### src/rtl/counter_dir_decoder_pkg.sv
// Shared types and defaults for the up/down counter direction decoder.
package counter_dir_decoder_pkg;

  localparam int DEFAULT_W = 4;

  typedef enum logic {DEC_ACQ, DEC_TRACK} dec_state_e;

  typedef enum logic [1:0] {STEP_UP, STEP_DN, STEP_RST, STEP_BAD} step_e;

endpackage

### src/rtl/counter_dir_decoder_if.sv
// Sampled counter signals (master side) and decoded results (slave side).
interface counter_dir_decoder_if
  import counter_dir_decoder_pkg::*;
#(
  parameter int W     = DEFAULT_W,
  parameter int ERR_W = 8,
  parameter int RUN_W = 8
);
  logic [W-1:0]     cnt_in;
  logic             cnt_rst;
  logic             locked;
  logic             dir_valid;
  logic             dir_up;
  logic             dir_chg;
  logic             err;
  logic [ERR_W-1:0] err_count;
  logic [RUN_W-1:0] run_len;

  modport master (
    output cnt_in, cnt_rst,
    input  locked, dir_valid, dir_up, dir_chg, err, err_count, run_len
  );

  modport slave (
    input  cnt_in, cnt_rst,
    output locked, dir_valid, dir_up, dir_chg, err, err_count, run_len
  );
endinterface

### src/rtl/counter_dir_decoder_sat_counter.sv
// Saturating up-counter; clr together with inc loads 1 so a run can restart in one cycle.
module sat_counter #(
  parameter int N = 8
) (
  input  logic         clk,
  input  logic         rst,
  input  logic         clr,
  input  logic         inc,
  output logic [N-1:0] q
);
  always_ff @(posedge clk) begin
    if (rst) begin
      q <= '0;
    end else if (clr) begin
      q <= inc ? N'(1) : '0;
    end else if (inc && (q != '1)) begin
      q <= q + 1'b1;
    end
  end
endmodule

### src/rtl/counter_dir_decoder.sv
// Far-end decoder: recovers counter direction from successive samples and flags illegal steps.
module counter_dir_decoder
  import counter_dir_decoder_pkg::*;
#(
  parameter int W       = DEFAULT_W,
  parameter int ERR_W   = 8,
  parameter int RUN_W   = 8,
  parameter int MAX_ERR = 3
) (
  input  logic                 clk,
  input  logic                 rst,
  counter_dir_decoder_if.slave bus
);
  dec_state_e       state, state_next;
  step_e            step;
  logic [W-1:0]     prev;
  logic [W-1:0]     d;
  logic             rst_d;
  logic             hist_valid;
  logic             tracking, legal, bad, rst_step, new_up, same_dir;
  logic             run_clr, cons_clr;
  logic             dir_valid_q, dir_up_q, dir_chg_q, err_q;
  logic [ERR_W-1:0] err_count_q, cons_q;
  logic [RUN_W-1:0] run_len_q;

  always_comb begin
    d    = bus.cnt_in - prev;
    step = STEP_BAD;
    if (rst_d) begin
      step = (bus.cnt_in == '0) ? STEP_RST : STEP_BAD;
    end else if (d == W'(1)) begin
      step = STEP_UP;
    end else if (d == '1) begin
      step = STEP_DN;
    end
  end

  always_comb begin
    tracking = (state == DEC_TRACK);
    legal    = tracking && ((step == STEP_UP) || (step == STEP_DN));
    bad      = tracking && (step == STEP_BAD);
    rst_step = tracking && (step == STEP_RST);
    new_up   = (step == STEP_UP);
    same_dir = hist_valid && (new_up == dir_up_q);
    // Clearing with inc set loads 1: start of a fresh run in the new direction.
    run_clr  = !tracking || bad || rst_step || (legal && !same_dir);
    cons_clr = !tracking || legal || rst_step;
    state_next = state;
    case (state)
      DEC_ACQ:   state_next = DEC_TRACK;
      DEC_TRACK: if (bad && (cons_q == ERR_W'(MAX_ERR - 1))) state_next = DEC_ACQ;
      default:   state_next = DEC_ACQ;
    endcase
  end

  always_ff @(posedge clk) begin
    if (rst) state <= DEC_ACQ;
    else     state <= state_next;
  end

  always_ff @(posedge clk) begin
    if (rst) begin
      prev        <= '0;
      rst_d       <= 1'b0;
      hist_valid  <= 1'b0;
      dir_valid_q <= 1'b0;
      dir_up_q    <= 1'b0;
      dir_chg_q   <= 1'b0;
      err_q       <= 1'b0;
    end else begin
      prev        <= bus.cnt_in;
      rst_d       <= bus.cnt_rst;
      dir_valid_q <= legal;
      dir_chg_q   <= legal && hist_valid && (new_up != dir_up_q);
      err_q       <= bad;
      if (legal) begin
        dir_up_q   <= new_up;
        hist_valid <= 1'b1;
      end else if (rst_step || !tracking) begin
        hist_valid <= 1'b0;
      end
    end
  end

  sat_counter #(.N(ERR_W)) u_err_cnt (
    .clk(clk), .rst(rst), .clr(1'b0), .inc(bad), .q(err_count_q)
  );

  sat_counter #(.N(RUN_W)) u_run_cnt (
    .clk(clk), .rst(rst), .clr(run_clr), .inc(legal), .q(run_len_q)
  );

  sat_counter #(.N(ERR_W)) u_cons_cnt (
    .clk(clk), .rst(rst), .clr(cons_clr), .inc(bad), .q(cons_q)
  );

  assign bus.locked    = (state == DEC_TRACK);
  assign bus.dir_valid = dir_valid_q;
  assign bus.dir_up    = dir_up_q;
  assign bus.dir_chg   = dir_chg_q;
  assign bus.err       = err_q;
  assign bus.err_count = err_count_q;
  assign bus.run_len   = run_len_q;
endmodule

### src/flat_wrapper.sv
// flat-port wrapper written by rule: the top's interface ports become plain ports
module counter_dir_decoder_flat import counter_dir_decoder_pkg::*;
#(
  parameter int W       = DEFAULT_W,
  parameter int ERR_W   = 8,
  parameter int RUN_W   = 8,
  parameter int MAX_ERR = 3
)
  (clk, rst, bus_cnt_in, bus_cnt_rst, bus_locked, bus_dir_valid, bus_dir_up, bus_dir_chg, bus_err, bus_err_count, bus_run_len);
  counter_dir_decoder_if #(.W(W), .ERR_W(ERR_W), .RUN_W(RUN_W)) bus_i ();
  input  logic clk;
  input  logic rst;
  input wire logic [$bits(bus_i.cnt_in)-1:0] bus_cnt_in;
  input wire logic [$bits(bus_i.cnt_rst)-1:0] bus_cnt_rst;
  output wire logic [$bits(bus_i.locked)-1:0] bus_locked;
  output wire logic [$bits(bus_i.dir_valid)-1:0] bus_dir_valid;
  output wire logic [$bits(bus_i.dir_up)-1:0] bus_dir_up;
  output wire logic [$bits(bus_i.dir_chg)-1:0] bus_dir_chg;
  output wire logic [$bits(bus_i.err)-1:0] bus_err;
  output wire logic [$bits(bus_i.err_count)-1:0] bus_err_count;
  output wire logic [$bits(bus_i.run_len)-1:0] bus_run_len;
  assign bus_i.cnt_in = bus_cnt_in;
  assign bus_i.cnt_rst = bus_cnt_rst;
  assign bus_locked = bus_i.locked;
  assign bus_dir_valid = bus_i.dir_valid;
  assign bus_dir_up = bus_i.dir_up;
  assign bus_dir_chg = bus_i.dir_chg;
  assign bus_err = bus_i.err;
  assign bus_err_count = bus_i.err_count;
  assign bus_run_len = bus_i.run_len;
  counter_dir_decoder #(.W(W), .ERR_W(ERR_W), .RUN_W(RUN_W), .MAX_ERR(MAX_ERR)) u_core (.clk(clk), .rst(rst), .bus(bus_i));
endmodule
### config.mk
export PLATFORM = sky130hd
export DESIGN_NAME = counter_dir_decoder_flat
export DESIGN_NICKNAME = d
export VERILOG_FILES = /design/src/rtl/counter_dir_decoder_pkg.sv /design/src/rtl/counter_dir_decoder_if.sv /design/src/rtl/counter_dir_decoder_sat_counter.sv /design/src/rtl/counter_dir_decoder.sv /design/src/flat_wrapper.sv
export SDC_FILE = /design/constraint.sdc
export NUM_CORES = 1
export LEC_CHECK = 0
export BUFFER_PORTS_ARGS = -buffer_cell sky130_fd_sc_hd__buf_2
export CAP_MARGIN = 20
export CELL_PAD_IN_SITES_DETAIL_PLACEMENT = 1
export CELL_PAD_IN_SITES_GLOBAL_PLACEMENT = 1
export CORE_UTILIZATION = 40
export CTS_CLUSTER_SIZE = 40
export DETAILED_ROUTE_END_ITERATION = 12
export PLACE_DENSITY = 0.75
export REMOVE_ABC_BUFFERS = 1
export SLEW_MARGIN = 20
export SYNTH_ARGS = -nofsm -noshare
export SYNTH_HDL_FRONTEND = slang
export SYNTH_SLANG_ARGS = --single-unit
### constraint.sdc
create_clock -name clk -period 5.2 [get_ports clk]
set_clock_uncertainty 0.15 [all_clocks]
set_input_delay 0.26 -clock clk [delete_from_list [all_inputs] [get_ports clk]]
set_output_delay 0.26 -clock clk [all_outputs]
set_load 0.02 [all_outputs]
==> impl_metrics.toml, run 1 <==
[floorplan]
coreArea_um2 = 4120
die_area_um2 = 4710
ios = 28
die_w_um = 68.6
initial_core_util_pct = 43.1
die_y_um = 68.6
placement_rows = 23

[grt]
antenna_found_initial = 0
grt_max_degree = 22
grt_pass1_wl_mm = 6.80
grt_pass1_vias = 1540
grt_overflow = 0
groute.usage.overall_pct = 20.2

[drt]
drtIter0Drc = 57
via_count = 1501
drt-wirelength-per-cell_um = 14.8
via_per_inst = 5.50
drc_errors = 0
routed_wl_mm = 4.05
dr.pass1.iters = 4
postRouteAntennaNets = 0

[timing]
setup_ws_ps = 2520
tns_ps = 0
hold_viol_final = 0
fmax_mhz = 373
drv_slew = 0
fin_crit_ps = 2680
setup_viol = 0
finalCritPeriodShare_pct = 51.6
rsz0062_at_grt = "false"
slew-limit-headroom_pct = 54.9
tightestPinTransition_ps = 673

[critical_path]
crit_fanout = 9
worstPathRequired_ps = 5220
r2r_start = "u_core.prev[0]"
start_kind = "register"
startpoint = "u_core.prev[0]"
endpoint_kind = "register"
critPathKind = "register to register"
worstPathArrival_ps = 2700

[synthesis]
synthAdderAreaFrac_pct = 6.06
yosysSeqAreaShare_pct = 39.5
ys_types = 49
synth_compound_area_share_pct = 13.9
synth_top_area_share_pct = 39.5
netlist_instances = 193
muxShareOfSynthArea_pct = 1.13
synth_area_um2 = 1770
synth.area.top_cells = "dfxtp_1, ha_1, nor2_1, xor2_1, nand3_1"
ys_warn_count = 0
yosys_register_bits = 35
synthSimpleGateAreaFrac_pct = 29.1
yosysTopAreaCell = "dfxtp_1"
synthXorXnorAreaFrac_pct = 6.84
synth_top_family_by_area = "simple AND/OR/NAND/NOR gates"
synth_area_per_cell_um2 = 9.19

[placed_design]
place_ws_ps = 2340
io_buffers = 27
place.gp.congestion = 0.852
place.detailed.hpwl_mm = 3.11

[clocking]
h-tree-depth = 2
cts_tree = "built"
cts_buffers = 5
cts_sinks = 35
cts_setup_buffers = 0
holdBufCountCts = 0
cts_root_buffer = "clkbuf_8"
clk_latency_ps = 290
clockBufferDepth = 2
post_cts_resized = 0
clkTransAtPathRegs_ps = 70

[flow_run]
drv_cap = 0

[cells_and_area]
fin_nets = 238
area_growth_pct = 14.7
drive_gt1_share_pct = 22.4
layout_common_cells = "dfxtp_1, buf_2, nor2_1"
nFillCells = 499
final_common_cell = "dfxtp_1"
antenna_cells = 0
postLayoutCoreUtil_pct = 49.5

[power]
clkPwrFrac_pct = 36.1
seqPwrFrac_pct = 51.7
p_per_area_nw_per_um2 = 269
switching_share_pct = 25.8
power_mw = 0.548
p_switching_mw = 0.142
vdd_drop_max_v = 0.000176
p_int_mw = 0.407
power.leakage_nw = 0.809
combPwrFrac_pct = 12.2

[run_status]
status = "completed"

[hold_path]
min_from = "bus_cnt_rst"
hold_path.class = "input pin to register"
==> flip-flops by register name, indices dropped and copies added (netlist names), 4 cells and up <==
| register | flops |
|---|---|
| u_core.u_err_cnt.q | 8 |
| u_core.prev | 4 |
| u_core.u_run_cnt.q | 8 |
| u_core.u_cons_cnt.q | 8 |
==> cell usage after synthesis, drive strengths merged <==
cell     instances
dfxtp           35
nor2            22
nand2           13
nand3           12
a21oi           10
inv             10
and3             9
xor2             8
ha               7
o21ai            7
nand4            5
nor2b            5
nor3             5
xnor2            5
a2111oi          3
a211oi           3
nand3b           3
a31oi            2
and2             2
buf              2
clkbuf           2
mux2i            2
nor4             2
nor4b            2
o21a             2
or3              2
a21boi           1
a21o             1
a311oi           1
a41o             1
a41oi            1
and4             1
fa               1
nand2b           1
nand4bb          1
o211ai           1
o31ai            1
or3b             1
or4              1
==> metrics by stage <==
| stage | cells | instance area (um^2) | hold slack (ps) |
|---|---|---|---|
| floorplan | 189 | 1750 | 177 |
| global placement | 266 | 1950 | 330 |
| detailed placement | 266 | 1950 | 336 |
| CTS | 273 | 2040 | 35.8 |
| global route | 273 | 2040 | 37.2 |
| finish | 273 | 2040 | 33.6 |
==> final cells by class <==
cell class	count	area (um^2)	area share [%]
multi-input combinational	144	1010	49.7
sequential	35	701	34.4
timing repair buffer	27	135	6.64
clock buffer	6	82.6	4.06
tap	50	62.6	3.07
inverter	10	37.5	1.84
clock inverter	1	5.00	0.246
==> cell families (layout without fill, tap and decap cells) <==
| logic type | after synthesis | count (layout) |
|---|---|---|
| and+or+nand+nor | 87 | 87 |
| DFF | 35 | 35 |
| AOI/OAI and AO/OA | 34 | 34 |
| buffers and inverters | 14 | 44 |
| xor gates and xnor gates | 13 | 13 |
| adders and majority gates | 8 | 8 |
| muxes | 2 | 2 |
==> power by group through the flow <==
stage	clock network [mW]	logic (mW)	registers (mW)
after floorplan	0	0.0431	0.293
after global placement	0	0.0651	0.289
after detailed placement	0	0.0672	0.290
after CTS	0.203	0.0676	0.283
after global routing	0.221	0.0735	0.284
final	0.198	0.0667	0.283
==> routing by layer <==
layer  track usage (%)  part of all wire [%]  up-vias
li1                  -                     -      746
met1              20.2                    42      731
met2              37.5                    53       18
met3              6.58                   3.2        6
met4              9.11                   1.5        0
met5                 0                     0        -
==> final timing paths <==
| check | to | slack, ps | cells after the start |
|---|---|---|---|
| worst max-delay path | u_core.u_cons_cnt.q[2] | 2520 | 9 |
| worst min-delay path | u_core.rst_d | 30 | 2 |
| worst max register to register | u_core.u_cons_cnt.q[2] | 2520 | 9 |
| worst min register to register | u_core.hist_valid | 350 | 2 |
==> worst max-delay path: stages (launching register included) <==
cell,delay [ps]
dfxtp_1,310
ha_1,160
inv_1,60
fa_1,400
xor2_2,230
and3_4,250
or3b_4,410
and3_4,210
nand2b_1,280
nor2_1,100
Note: power is estimated with default switching activity, not from simulation.
==> inputs of run 2 (changes only) <==
==> constraint.sdc (replaced) <==
create_clock -name clk -period 2.6 [get_ports clk]
set_clock_uncertainty 0.15 [all_clocks]
set_input_delay 0.13 -clock clk [delete_from_list [all_inputs] [get_ports clk]]
set_output_delay 0.13 -clock clk [all_outputs]
set_load 0.02 [all_outputs]
==> run 2 against run 1 <==
Die area is the same. Critical path depth up 1. Non-clock buffer count rose by 10. Sequential power increased by 100%. Count of clock-buffer cells in the layout is 1 higher. Cell count increased by 4.0%. Total power up 100%. Combinational power is 150% higher. Final area up 6.9%. Worst hold slack got worse by 20 ps. Register-to-register slack lost 2400 ps. Via count rose by 3.1%.
==> impl_metrics.toml, run 2 (same netlist as run 1, synthesis figures left out) <==
[run_status]
status = "completed"

[placed_design]
io_buffers = 27
placed_cells = 268
place.gp.congestion = 0.891
place.detailed.hpwl_mm = 3.19

[timing]
tightestPinTransition_ps = 431
rsz0062_at_grt = "true"
hold_viol_final = 0
finalCritPeriodShare_pct = 96.8
setup_viol = 0
slew-limit-headroom_pct = 71.1
drv_slew = 0
fmax_mhz = 397
fin_crit_ps = 2520
whs_ps = 13.5

[floorplan]
ios = 28
placement_rows = 23
die_w_um = 68.6
coreArea_um2 = 4120
die_area_um2 = 4710
initial_core_util_pct = 43.1
die_y_um = 68.6

[critical_path]
start_kind = "register"
r2r_cells = 10
critPathKind = "register to register"
r2r_start = "u_core.prev[0]"
worstPathRequired_ps = 2680
endpoint_kind = "register"
timing.reg2reg.setup_slack_ps = 80
r2r-end = "u_core.u_run_cnt.q[3]"
worstPathArrival_ps = 2590
crit_fanout = 7

[cells_and_area]
instances_no_fill = 284
drive_gt1_share_pct = 26.1
layout_common_cells = "dfxtp_1, buf_2, nor2_1"
area_growth_pct = 22.7
postLayoutCoreUtil_pct = 52.9
final_common_cell = "dfxtp_1"
antenna_cells = 0
fin_nets = 248
largestRegisters = "u_core.u_cons_cnt.q: 8 flops, u_core.u_err_cnt.q: 8 flops, u_core.u_run_cnt.q: 8 flops"
nFillCells = 496

[power]
p_switching_mw = 0.299
p_int_mw = 0.811
p_per_area_nw_per_um2 = 510
clkPwrFrac_pct = 34.0
seqPwrFrac_pct = 51.2
vdd_drop_max_v = 0.000263
combPwrFrac_pct = 14.8
switching_share_pct = 27.0
power.leakage_nw = 0.850

[grt]
grt_pass1_vias = 1549
antenna_found_initial = 0
groute.usage.overall_pct = 21.0
grt_max_degree = 22
grt_overflow = 0
grt_pass1_wl_mm = 7.11

[clocking]
h-tree-depth = 2
cts_root_buffer = "clkbuf_8"
clkTransAtPathRegs_ps = 70
cts_buffers = 5
clk_latency_ps = 290
cts_tree = "built"
cts_sinks = 35
clockBufferDepth = 2

[drt]
routed_wl_mm = 4.45
dr.pass1.iters = 5
drtIter0Drc = 40
via_per_inst = 5.45
drt-wirelength-per-cell_um = 15.7
via_count = 1548
postRouteAntennaNets = 0
drc_errors = 0

[flow_run]
drv_cap = 0

[hold_path]
hold_end = "u_core.prev[1]"
min_from = "bus_cnt_in[1]"
hold_path.class = "input pin to register"
min_path_cells = 2
## run 2: area by class of cell
type                    count  area [um^2]  area share, %
multi-input cells         144         1070           49.3
flip-flops and latches     35          702           32.2
repair buffers             37          220           10.1
clock buffers               7         76.3           3.51
well taps                  50         62.6           2.87
inverters                  10         37.5           1.72
clock inverters             1         5.00          0.230
## run 2: worst max path at each step
stage | cells past startpoint | slack (ps) | end | startpoint
global placement | 11 | 10 | u_core.u_cons_cnt.q[1] | bus_cnt_in[0]
detailed placement | 11 | -120 | u_core.u_cons_cnt.q[5] | bus_cnt_in[0]
finish | 10 | 80 | u_core.u_run_cnt.q[3] | u_core.prev[0]
floorplan | 9 | 150 | u_core.u_cons_cnt.q[0] | u_core.prev[0]
global route | 8 | -100 | u_core.u_err_cnt.q[7] | u_core.prev[2]
CTS | 10 | 20 | u_core.u_run_cnt.q[3] | u_core.prev[0]
## run 2: stage by stage
| step | setup WS, ps | setup TNS, ps | area (um^2) | total power, mW |
|---|---|---|---|---|
| CTS | 17.7 | 0 | 2130 | 1.10 |
| floorplan | 155 | 0 | 1750 | 0.673 |
| global route | -96.2 | -140 | 2180 | 1.16 |
| global placement | 12.9 | 0 | 1960 | 0.709 |
| detailed placement | -117 | -978 | 1960 | 0.718 |
| finish | 84.3 | 0 | 2180 | 1.11 |
## run 2: power by group through the flow
stage | Sequential, mW | Clock, mW | Combinational [mW]
3_5_place_dp | 0.579 | 0 | 0.139
2_1_floorplan | 0.587 | 0 | 0.0862
4_1_cts | 0.567 | 0.385 | 0.153
6_report | 0.568 | 0.378 | 0.164
5_1_grt | 0.570 | 0.412 | 0.179
3_3_place_gp | 0.578 | 0 | 0.132
## run 2: worst max-delay path: stages (launching register included)
cell and delay (ps):
dfxtp_2 360, ha_4 140, inv_2 40, fa_2 370
xor2_4 190, and3_4 200, buf_4 120, nand4bb_4 190
and2_4 210, or3_1 340, a21oi_1 140
## run 2: layer usage
metal  GRT usage [%]  up-vias  part of all wire (%)
met2            39.2       29                    53
met5               0        -                     0
met4            10.7        0                   2.2
met1            22.0      740                    41
li1                -      770                     -
met3            4.28        9                   3.2
## run 2: repair_timing
| action | 4_1_cts | 5_1_grt |
|---|---|---|
| endpoints found under the hold margin | 4 | 0 |
| setup buffers | 2 | 2 |
| hold buffers | 4 | 0 |
| pin swaps | 3 | 2 |
| setup endpoints to repair | 12 | 18 |
| resized for setup | 5 | 6 |
| gates cloned | 0 | 0 |
